===== src/rtl/muller_pipeline_pkg.sv =====
// muller_pipe_pkg: shared defaults and helpers for the Muller C-element pipeline.
//   MPIPE_WIDTH_DEF : default data width per token
//   MPIPE_DEPTH_DEF : default number of C-element stages
//   occ_width()     : width of the optional occupancy count (MULLER_PIPE_OCC_EN)
package muller_pipe_pkg;

    localparam int unsigned MPIPE_WIDTH_DEF = 8;
    localparam int unsigned MPIPE_DEPTH_DEF = 4;

    // A DEPTH-stage four-phase ring holds at most DEPTH/2 tokens.
    function automatic int unsigned occ_width(input int unsigned depth);
        return $clog2(depth / 2 + 1);
    endfunction

endpackage


===== src/rtl/muller_pipeline_c_element_sync.sv =====
// c_element_sync: clocked 2-input Muller C-element.
//   clk : clock, state updates on rising edge
//   rst : synchronous active-high reset (q -> 0)
//   a,b : C-element inputs
//   q   : registered C-element state
//   nxt : value q takes on the next edge when rst=0 (used by the parent
//         to detect 0->1 transitions and to precompute occupancy)
module c_element_sync (
    input  logic clk,
    input  logic rst,
    input  logic a,
    input  logic b,
    output logic q,
    output logic nxt
);

    // Majority of (a, b, q): set when both high, clear when both low, else hold.
    always_comb begin
        nxt = (a & b) | (q & (a | b));
    end

    always_ff @(posedge clk) begin
        if (rst) begin
            q <= 1'b0;
        end else begin
            q <= nxt;
        end
    end

endmodule


===== src/rtl/muller_pipeline.sv =====
// muller_pipeline: synchronous model of a four-phase Muller C-element pipeline.
//   clk       : single clock, rising edge
//   rst       : synchronous active-high reset, discards all in-flight tokens
//   in_req    : four-phase request from producer
//   in_data   : producer data, WIDTH bits
//   in_ack    : four-phase acknowledge to producer (= c[0])
//   out_req   : four-phase request to consumer (= c[DEPTH-1])
//   out_data  : consumer data (= d[DEPTH-1])
//   out_ack   : four-phase acknowledge from consumer
//   occupancy : number of maximal runs of 1s in c[] (only when the macro
//               MULLER_PIPE_OCC_EN is defined)
// Parameters: WIDTH >= 1, DEPTH even and >= 2.
module muller_pipeline
    import muller_pipe_pkg::*;
#(
    parameter int unsigned WIDTH = MPIPE_WIDTH_DEF,
    parameter int unsigned DEPTH = MPIPE_DEPTH_DEF
) (
    input  logic             clk,
    input  logic             rst,
    input  logic             in_req,
    input  logic [WIDTH-1:0] in_data,
    output logic             in_ack,
    output logic             out_req,
    output logic [WIDTH-1:0] out_data,
    input  logic             out_ack
`ifdef MULLER_PIPE_OCC_EN
    ,
    output logic [occ_width(DEPTH)-1:0] occupancy
`endif
);

    if (DEPTH < 2 || (DEPTH % 2) != 0) begin : g_bad_depth
        $error("muller_pipeline: DEPTH must be even and at least 2");
    end
    if (WIDTH < 1) begin : g_bad_width
        $error("muller_pipeline: WIDTH must be at least 1");
    end

    logic [DEPTH-1:0] c;
    logic [DEPTH-1:0] c_nxt;
    logic [DEPTH-1:0] rise;
    logic [WIDTH-1:0] d     [DEPTH];
    logic [WIDTH-1:0] d_src [DEPTH];

    for (genvar i = 0; i < DEPTH; i++) begin : g_stage
        logic a_in;
        logic b_in;

        if (i == 0) begin : g_first
            assign a_in     = in_req;
            assign d_src[i] = in_data;
        end else begin : g_mid_a
            assign a_in     = c[i-1];
            assign d_src[i] = d[i-1];
        end

        if (i == DEPTH - 1) begin : g_last
            assign b_in = ~out_ack;
        end else begin : g_mid_b
            assign b_in = ~c[i+1];
        end

        c_element_sync u_cel (
            .clk (clk),
            .rst (rst),
            .a   (a_in),
            .b   (b_in),
            .q   (c[i]),
            .nxt (c_nxt[i])
        );
    end

    // A stage captures its upstream data exactly on its 0->1 control edge;
    // upstream data is guaranteed stable then because the upstream stage
    // cannot re-fire until this stage has gone high.
    assign rise = c_nxt & ~c;

    always_ff @(posedge clk) begin
        if (rst) begin
            for (int unsigned i = 0; i < DEPTH; i++) begin
                d[i] <= '0;
            end
        end else begin
            for (int unsigned i = 0; i < DEPTH; i++) begin
                if (rise[i]) begin
                    d[i] <= d_src[i];
                end
            end
        end
    end

    assign in_ack   = c[0];
    assign out_req  = c[DEPTH-1];
    assign out_data = d[DEPTH-1];

`ifdef MULLER_PIPE_OCC_EN
    localparam int unsigned OCC_W = occ_width(DEPTH);

    logic [OCC_W-1:0] occ_nxt;
    logic [OCC_W-1:0] occ_q;

    // Counted from the next-state vector so the registered count lines up
    // with c[] on the same edge.
    always_comb begin
        logic prev;
        occ_nxt = '0;
        prev    = 1'b0;
        for (int unsigned i = 0; i < DEPTH; i++) begin
            if (c_nxt[i] && !prev) begin
                occ_nxt = occ_nxt + OCC_W'(1);
            end
            prev = c_nxt[i];
        end
    end

    always_ff @(posedge clk) begin
        if (rst) begin
            occ_q <= '0;
        end else begin
            occ_q <= occ_nxt;
        end
    end

    assign occupancy = occ_q;
`endif

endmodule


===== config.mk =====
export PLATFORM = sky130hd
export DESIGN_NAME = muller_pipeline
export DESIGN_NICKNAME = d
export VERILOG_FILES = /design/src/rtl/muller_pipeline_pkg.sv /design/src/rtl/muller_pipeline_c_element_sync.sv /design/src/rtl/muller_pipeline.sv
export SDC_FILE = /design/constraint.sdc
export NUM_CORES = 1
export LEC_CHECK = 0
export BUFFER_PORTS_ARGS = -buffer_cell sky130_fd_sc_hd__buf_4
export CAP_MARGIN = 15
export CORE_UTILIZATION = 50
export DETAILED_ROUTE_END_ITERATION = 8
export PLACE_DENSITY = 0.78
export SLEW_MARGIN = 10
export SYNTH_ARGS = -nofsm -noshare
export SYNTH_HDL_FRONTEND = slang
export SYNTH_SLANG_ARGS = --single-unit

===== constraint.sdc =====
create_clock -name clk -period 1.45 [get_ports clk]
set_input_delay 0.435 -clock clk [delete_from_list [all_inputs] [get_ports clk]]
set_output_delay 0.435 -clock clk [all_outputs]
set_load 0.01 [all_outputs]

* Word-level counts from Yosys, hierarchy flattened
Memory sizes are Yosys's and may differ from the RTL's.
Index checks and enable logic that the tools add are counted.
** Word-level totals
- Memories kept :: 1
- Output and inout bits :: 10
- Memory bits (writable) :: 32
- Word-level logic and storage cells :: 49
- Bits in registers :: 4
- Input bits :: 12
** Operators by class
- Bitwise operators :: 26
- Muxes and demuxes :: 18
** Memories
- d :: depth 4, width 8, read ports 4, clocked after memory_dff 0, wr ports 4, line muller_pipeline.sv:43 : logic [WIDTH-1:0] d [DEPTH];
** Operators by type and width (number)
- 8-bit 2-to-1 mux :: 4
- 1-bit 2-to-1 mux :: 14
- 1-bit bitwise OR :: 12
- 1-bit AND :: 8
- 4-bit AND :: 1
- 1-bit inverter :: 4
- 4-bit inverter :: 1

* Longest topological paths before layout
Gate-level depths: netlist of run 1.
- Depth in word-level cells :: 9
- Mapped depth :: 3
- Gate-level depth less buffers :: 2

* Cells and area by module
Synthesis of run 1 repeated with hierarchy kept, for this count alone.
** Second synthesis, totals
- Cell total of the unflattened synthesis :: 90
- Area, all modules :: 1463.9 um2
** Modules (own cells, without submodules)
- muller_pipeline :: times used 1, area each 1283.7 um2, cells an instance 78, sequential area each 960.9 um2
- c_element_sync :: times used 4, area each 45.0 um2, cells an instance 3, sequential area each 20.0 um2

* Least setup slack after synthesis of run 1
Ideal clock, no wire load.
- Path kind :: register -> register
- Start :: reg g_stage[1].u_cel.q
- End :: mem d[2][0] in the netlist's numbering (enable)
- Period minus slack after synthesis :: 1.240 ns
- Arrival time :: 0.911 ns
- Setup slack :: 0.210 ns
- Stages on the path, launching flop included :: 4
- Library setup time :: 0.330 ns
- Cells stage by stage :: dfxtp_1 buf_2 nor3b_1 or2_1
** RTL lines
- start: declaration :: line muller_pipeline_c_element_sync.sv:13 : output logic q,
- start signal: assignment :: line muller_pipeline_c_element_sync.sv:26 : q <= nxt;
- end: declaration :: line muller_pipeline.sv:43

* Final worst setup path of run 1
- Start :: reg g_stage[3].u_cel.q
- End :: out out_req
** RTL lines
- start: declaration :: line muller_pipeline_c_element_sync.sv:13
- start signal: assignment :: line muller_pipeline_c_element_sync.sv:26
- end: declaration :: line muller_pipeline.sv:24 : output logic out_req,
No word-level cell between the ends.

==> results of run 1 <==
## worst paths after layout
check	from	end	slack [ns]
setup / recovery	g_stage[3].u_cel.q	out_req	0.08
hold / removal	in_data[1]	d[0][1]	0.37
setup reg to reg	g_stage[2].u_cel.q	d[3][3]	0.11
hold reg to reg	d[1][5]	d[2][5]	0.52
## flip-flops by register name, summed over array words and instances, names as in the netlist
register and flops:
d 32, g_stage.u_cel.q 4
## repair_timing
| item | 4_1_cts | 5_1_grt |
|---|---|---|
| gates resized for setup | 2 | 0 |
| hold buffers | 0 | 0 |
| setup endpoints to repair | 2 | 0 |
## metal layers
metal | up-vias | global-route usage
met5 | - | 0
met4 | 0 | 0.0964
met3 | 4 | 0.0484
met2 | 23 | 0.221
met1 | 353 | 0.112
li1 | 396 | -
## cell families after synthesis
family | after synthesis | synth area share
AND/OR/NAND/NOR | 51 | 0.262
flip-flops | 36 | 0.696
AO/OA/AOI/OAI | 6 | 0.0268
buffers and inverters | 3 | 0.0159
## layout by cell type (no fill, tap or decap), drive strengths merged
| cell type | count |
|---|---|
| or2b | 1 |
| nor3b | 3 |
| nor4b | 4 |
| edfxtp | 32 |
| clkinv | 1 |
| nor2 | 1 |
| buf | 23 |
| o31ai | 1 |
| or2 | 3 |
| o22ai | 2 |
| o21bai | 1 |
| nor2b | 1 |
| dfxtp | 4 |
| bufinv | 1 |
| and2b | 1 |
| nand3b | 1 |
| a21oi | 1 |
| nand2b | 3 |
| and2 | 32 |
| nand2 | 1 |
| a21o | 1 |
| clkbuf | 6 |
## report_power, final
group	internal, uW	leakage (uW)	switching [uW]
Clock	361	0.0000422	307
Combinational	139	0.000276	124
Sequential	1260	0.000372	57.1
Total	1760	0.000690	489
## layout make-up
| type | instances | area share |
|---|---|---|
| clock buffers | 6 | 0.0234 |
| clock inverters | 2 | 0.0199 |
| multi-input cells | 57 | 0.245 |
| flip-flops and latches | 36 | 0.592 |
| well taps | 31 | 0.0220 |
| repair buffers | 23 | 0.0979 |
## metrics by stage
step | total power [uW] | util | hold WS, ns
after floorplan | 1510 | - | 0.497
after global placement | 1590 | 0.600 | 0.499
after detailed placement | 1610 | 0.600 | 0.503
after CTS | 2270 | 0.628 | 0.362
after global routing | 2350 | 0.628 | 0.360
final | 2250 | 0.628 | 0.374
==> qor_table.md, run 1 <==
| Metric | Value |
|---|---|
| Depth of the CTS H-tree | 2 |
| Count of state elements after synthesis | 36 |
| Detail Placement HPWL | 1.16 mm |
| Clk sink count | 36 |
| Number of standard cells in the final layout excluding fillers | 155 |
| Met2 wire length | 898 um |
| Setup WS post-layout | 0.0817 ns |
| Routed length per placed instance | 10.5 um |
| Worst hold-check path type | input pin to flip-flop |
| Post-CTS Repair Setup Buffers | 0 |
| Horizontal extent of the die | 56.7 um |
| Top cells by area in the synthesized netlist | sky130_fd_sc_hd__edfxtp_1 (64%), sky130_fd_sc_hd__and2_1 (13%), sky130_fd_sc_hd__nor4b_4 (6.4%), sky130_fd_sc_hd__dfxtp_1 (5.4%), sky130_fd_sc_hd__nor3b_1 (1.5%) |
| Sequential standard cell area | 1040 um2 |
| Number of buffers on the longest clock path | 2 |
| Nets | 135 |
| Router iterations before antenna repair | 6 |
| Nets in the synthesized netlist | 108 |
| Post-synth top cells | sky130_fd_sc_hd__and2_1 (32), sky130_fd_sc_hd__edfxtp_1 (32), sky130_fd_sc_hd__dfxtp_1 (4), sky130_fd_sc_hd__nor4b_4 (4) |
| Mean number of vias per cell | 5.01 |
| Worst-Skew Late Latency | 0.33 ns |
| Wire length reported by the detailed router | 1.63 mm |
| Critical path depth in cells | 1 |
| Leak Pwr | 0.000690 uW |
| Weighted congestion reported at the end of routability-driven placement | 0.677 |
| Path depth of the worst reg2reg path | 2 |
| Sum of met3 wire segment lengths after detailed routing | 109 um |
| Metal1 wirelength | 594 um |
| Highest metal used | met4 |
| Placed cell count | 147 |
| Summed negative setup slack over all endpoints | 0 ns |
| Standard cell area after detailed placement | 1680 um2 |
| Maximum number of pins on one net before global-route repair | 16 |
| Slowest cell on crit path | sky130_fd_sc_hd__dfxtp_2 |
| Yosys warning total | 0 |
| Clk slew on worst S/H paths | 0.10 ns |
| Floorplan die area | 3220 um2 |
| Starting density of the core | 0.533 |
| Antenna-violating nets left | 0 |
| Worst setup SP type | flip-flop |
| Antenna violations before repair | 0 |
| Number of standard cells after synthesis | 96 |
| Buf+Inv Stages, Crit Path | 1 |
| Number of cells on the worst hold path | 2 |
| First-pass GRT wire length | 2.84 mm |
| Fraction of synthesis flops using an asynchronous set or reset pin | 0 |
| Pre-CTS worst setup slack | 0.0694 ns |
| Number of enable flip-flop cells after synthesis | 32 |
| Worst slew slack as a fraction of its limit | 0.761 |
| Crit Path Class | flip-flop to primary output |
| Worst path max stage delay | 0.45 ns |
| Number of input and output port buffers inserted | 21 |
| Global-route usage over all layers | 0.125 |
| Row cnt | 19 |
| Maximum net fanout on the critical path | 7 |
| Peak Freq | 731 MHz |
| Remaining routing DRC violations | 4 |
| N_diodes | 0 |
| Crit share post-route | 0.944 |
| Worst clock skew | 0.00701 ns |
| Status | finished, violations left |
| Final number of max-transition violations | 0 |
| Crit path required time | 1.02 ns |
| Count of final setup violators | 0 |
| Grt total ovfl | 0 |
| Cell family with the largest share of critical-path delay | flip-flops |
| Filler cells | 204 |
| Power density over the cells | 1280 nW/um2 |
| Number of buffers created by CTS | 5 |
| Starting DRT DRC Count | 10 |
| Count of different cell masters after synthesis | 21 |
| Minimum clock period after layout | 1.37 ns |
| Multi-input combinational cell area | 432 um2 |
| Layout overhead on the synthesized area | 17.8% |
| Avg Cell Area, Syn | 15.6 um2 |
| Transition time at the pin with the least slew margin | 0.357 ns |
| Data arrival at the endpoint of the critical path | 0.93 ns |
| Main flop type after synthesis | sky130_fd_sc_hd__edfxtp_1 |
| Hold violation count in the final report | 0 |
| Fraction of layout cells with a size suffix above 1 | 0.290 |
| Worst setup EP type | primary output |
| CTS tree | yes |
| Maximum vdd drop | 0.000949 V |
| Largest area contributor in the synthesized netlist | sky130_fd_sc_hd__edfxtp_1 |
| Root buffer cell | sky130_fd_sc_hd__clkbuf_4 |
| Violated checks | DRC |
| I/O pin cnt | 22 |
| Via count of the first global-routing pass | 715 |
| Share of synthesized area occupied by flip-flops and latches | 0.696 |
| Ordered cell list for the critical path | buf_4 |
| Post-Layout Inst Area | 1760 um2 |
| Max_cap viols | 0 |
| Total via count in the routed design | 776 |
| Core box area | 2810 um2 |
| Area of the mapped netlist | 1500 um2 |
| Setup repair after global routing missed its margin | no |
| Die span in y | 56.7 um |
| Area share of the leading cell type in the synthesized netlist | 0.642 |
Power figures use the tool's default switching activity.
==> inputs of run 2 (changes only) <==
--- a/config.mk
+++ b/config.mk
@@ -5,11 +5,13 @@
 export SDC_FILE = /design/constraint.sdc
 export NUM_CORES = 1
 export LEC_CHECK = 0
+export ABC_CLOCK_PERIOD_IN_PS = 1450
 export BUFFER_PORTS_ARGS = -buffer_cell sky130_fd_sc_hd__buf_4
 export CAP_MARGIN = 15
 export CORE_UTILIZATION = 50
 export DETAILED_ROUTE_END_ITERATION = 8
 export PLACE_DENSITY = 0.78
+export SETUP_SLACK_MARGIN = 0.15
 export SLEW_MARGIN = 10
 export SYNTH_ARGS = -nofsm -noshare
 export SYNTH_HDL_FRONTEND = slang
==> run 2 against run 1 <==
  * The run still ends with DRC left
  * Core utilization rose by 3.1 points
  * Final cell count rose by 2.6%
  * Sequential cell count unchanged
  * Sequential share of layout area is 2.2 points lower
  * Register-to-register slack improved by 0.10 ns
  * Wire length up 12%
  * Clock power barely moved
  * First-iteration DRC count rose by 20%
  * Critical path type unchanged
==> qor_table.md, run 2 (synthesized netlist as in run 1, its figures left out) <==
| Metric | Value | vs previous |
|---|---|---|
| Status | finished, violations left |  |
| Violated checks | DRC |  |
| Count of final setup violators | 0 | unchanged |
| First-pass GRT wire length | 2.93 mm | +3.2% |
| Crit share post-route | 0.890 | -0.0532 |
| Detail Placement HPWL | 1.16 mm | unchanged |
| Transition time at the pin with the least slew margin | 0.364 ns | +0.00772 ns |
| Nets | 139 | +3.0% |
| Maximum net fanout on the critical path | 1 | -6 |
| Starting density of the core | 0.533 | unchanged |
| Crit Path Class | flip-flop to primary output |  |
| Floorplan die area | 3220 um2 | unchanged |
| Final number of max-transition violations | 0 | unchanged |
| Clk slew on worst S/H paths | 0.10 ns | about the same |
| Filler cells | 195 | -4.4% |
| Horizontal extent of the die | 56.7 um | unchanged |
| Grt total ovfl | 0 | unchanged |
| Via count of the first global-routing pass | 726 | +1.5% |
| Router iterations before antenna repair | 8 | +2 |
| Starting DRT DRC Count | 12 | +2 |
| Largest register FFs | 32 | unchanged |
| I/O pin cnt | 22 | unchanged |
| Depth of the CTS H-tree | 2 | unchanged |
| Overall power of the completed layout | 2310 uW | +2.8% |
| Utilization of the core after routing | 0.659 | +0.0308 |
| Minimum clock period after layout | 1.29 ns | -0.0772 ns |
| Peak Freq | 775 MHz | +6.0% |
| Slowest cell on crit path | sky130_fd_sc_hd__edfxtp_1 |  |
| Max_cap viols | 0 | unchanged |
| Buf+Inv Stages, Crit Path | 1 | unchanged |
| Regs by FF count | d: 32 flops, g_stage.u_cel.q: 4 flops |  |
| Die span in y | 56.7 um | unchanged |
| Clk sink count | 36 | unchanged |
| Leak Pwr | 0.000726 uW | +5.2% |
| Mean number of vias per cell | 5.10 | +1.9% |
| Weighted congestion reported at the end of routability-driven placement | 0.677 | unchanged |
| N_diodes | 0 | unchanged |
| Fraction of layout cells with a size suffix above 1 | 0.344 | +0.0534 |
| Worst setup EP type | primary output |  |
| Worst clock skew | 0.00687 ns | -0.000141 ns |
| Pre-CTS worst setup slack | 0.0694 ns | unchanged |
| Crit path required time | 1.02 ns | about the same |
| Global-route usage over all layers | 0.128 | +0.00349 |
| Maximum number of pins on one net before global-route repair | 16 | unchanged |
| Routed length per placed instance | 11.4 um | +8.9% |
| Maximum vdd drop | 0.000962 V | +1.4% |
| Number of buffers created by CTS | 5 | unchanged |
| Worst setup SP type | flip-flop |  |
| Antenna violations before repair | 0 | unchanged |
| Worst-Skew Late Latency | 0.33 ns | about the same |
| Data arrival at the endpoint of the critical path | 0.86 ns | -0.07 ns |
| Final hold slack | 0.373 ns | -0.00104 ns |
| Antenna-violating nets left | 0 | unchanged |
| Core box area | 2810 um2 | unchanged |
| Remaining routing DRC violations | 4 | unchanged |
| Setup WS post-layout | 0.159 ns | +0.0772 ns |
| Register containing the most flip-flops in the final layout | d |  |
| Worst hold-check path type | input pin to flip-flop |  |
| Worst slew slack as a fraction of its limit | 0.756 | -0.00517 |
| Setup repair after global routing missed its margin | yes |  |
| Summed negative setup slack over all endpoints | 0 ns | unchanged |
| Total via count in the routed design | 811 | +4.5% |
| Layout overhead on the synthesized area | 23.6% |  |
| Root buffer cell | sky130_fd_sc_hd__clkbuf_4 |  |
| Ordered cell list for the critical path | buf_6 |  |
| Top library cells by usage in the layout, fill and taps aside | sky130_fd_sc_hd__and2_1 (32), sky130_fd_sc_hd__edfxtp_1 (32), sky130_fd_sc_hd__buf_4 (16), sky130_fd_sc_hd__buf_6 (11), sky130_fd_sc_hd__clkbuf_4 (5) |  |
| Hold violation count in the final report | 0 | unchanged |
| Cell family with the largest share of critical-path delay | flip-flops |  |
| Row cnt | 19 | unchanged |
| Wire length reported by the detailed router | 1.82 mm | +12% |
| Power density over the cells | 1250 nW/um2 | -2.0% |
| Number of buffers on the longest clock path | 2 | unchanged |
| Worst path max stage delay | 0.39 ns | -0.06 ns |
| CTS tree | yes |  |
| Number of input and output port buffers inserted | 21 | unchanged |
==> run 2: what timing repair did <==
| action | CTS | global route |
|---|---|---|
| pin swaps | 0 | 5 |
| gates cloned | 0 | 0 |
| hold buffers | 0 | 0 |
| endpoints found under the hold margin | 0 | 0 |
| endpoints found under the setup margin | 17 | 51 |
| setup buffers | 1 | 3 |
| resized for setup | 8 | 12 |
==> run 2: layout make-up <==
| cell class | count | area [um2] | area share |
|---|---|---|---|
| sequential | 36 | 1050 | 0.570 |
| tap | 31 | 38.8 | 0.0210 |
| clock inverter | 2 | 35.0 | 0.0189 |
| clock buffer | 6 | 41.3 | 0.0223 |
| multi-input combinational | 57 | 437 | 0.236 |
| timing repair buffer | 27 | 244 | 0.132 |
==> run 2: final timing paths <==
| kind | startpoint | to | slack [ns] | depth (start not counted) |
|---|---|---|---|---|
| worst max register to register | g_stage[3].u_cel.q | d[2][3] | 0.21 | 3 |
| worst min-delay path | in_data[1] | d[0][1] | 0.37 | 2 |
| worst max-delay path | d[3][7] | out_data[7] | 0.16 | 1 |
| worst min register to register | g_stage[3].u_cel.q | g_stage[2].u_cel.q | 0.50 | 1 |
==> run 2: metrics by stage <==
step	cell area, um2	std cells
after global placement	1680	147
after global routing	1850	159
after floorplan	1500	96
after CTS	1790	156
final	1850	159
after detailed placement	1680	147
==> run 2: layer usage <==
metal | share of wire | global-route usage
met1 | 0.35 | 0.119
met2 | 0.58 | 0.224
met4 | 0.013 | 0.0964
met5 | 0 | 0
met3 | 0.057 | 0.0484
==> run 2: power breakdown <==
group | total [uW] | switching [uW] | internal, uW | leakage [uW]
Sequential | 1320 | 49.9 | 1270 | 0.000374
Clock | 669 | 307 | 361 | 0.0000422
Combinational | 329 | 149 | 180 | 0.000310
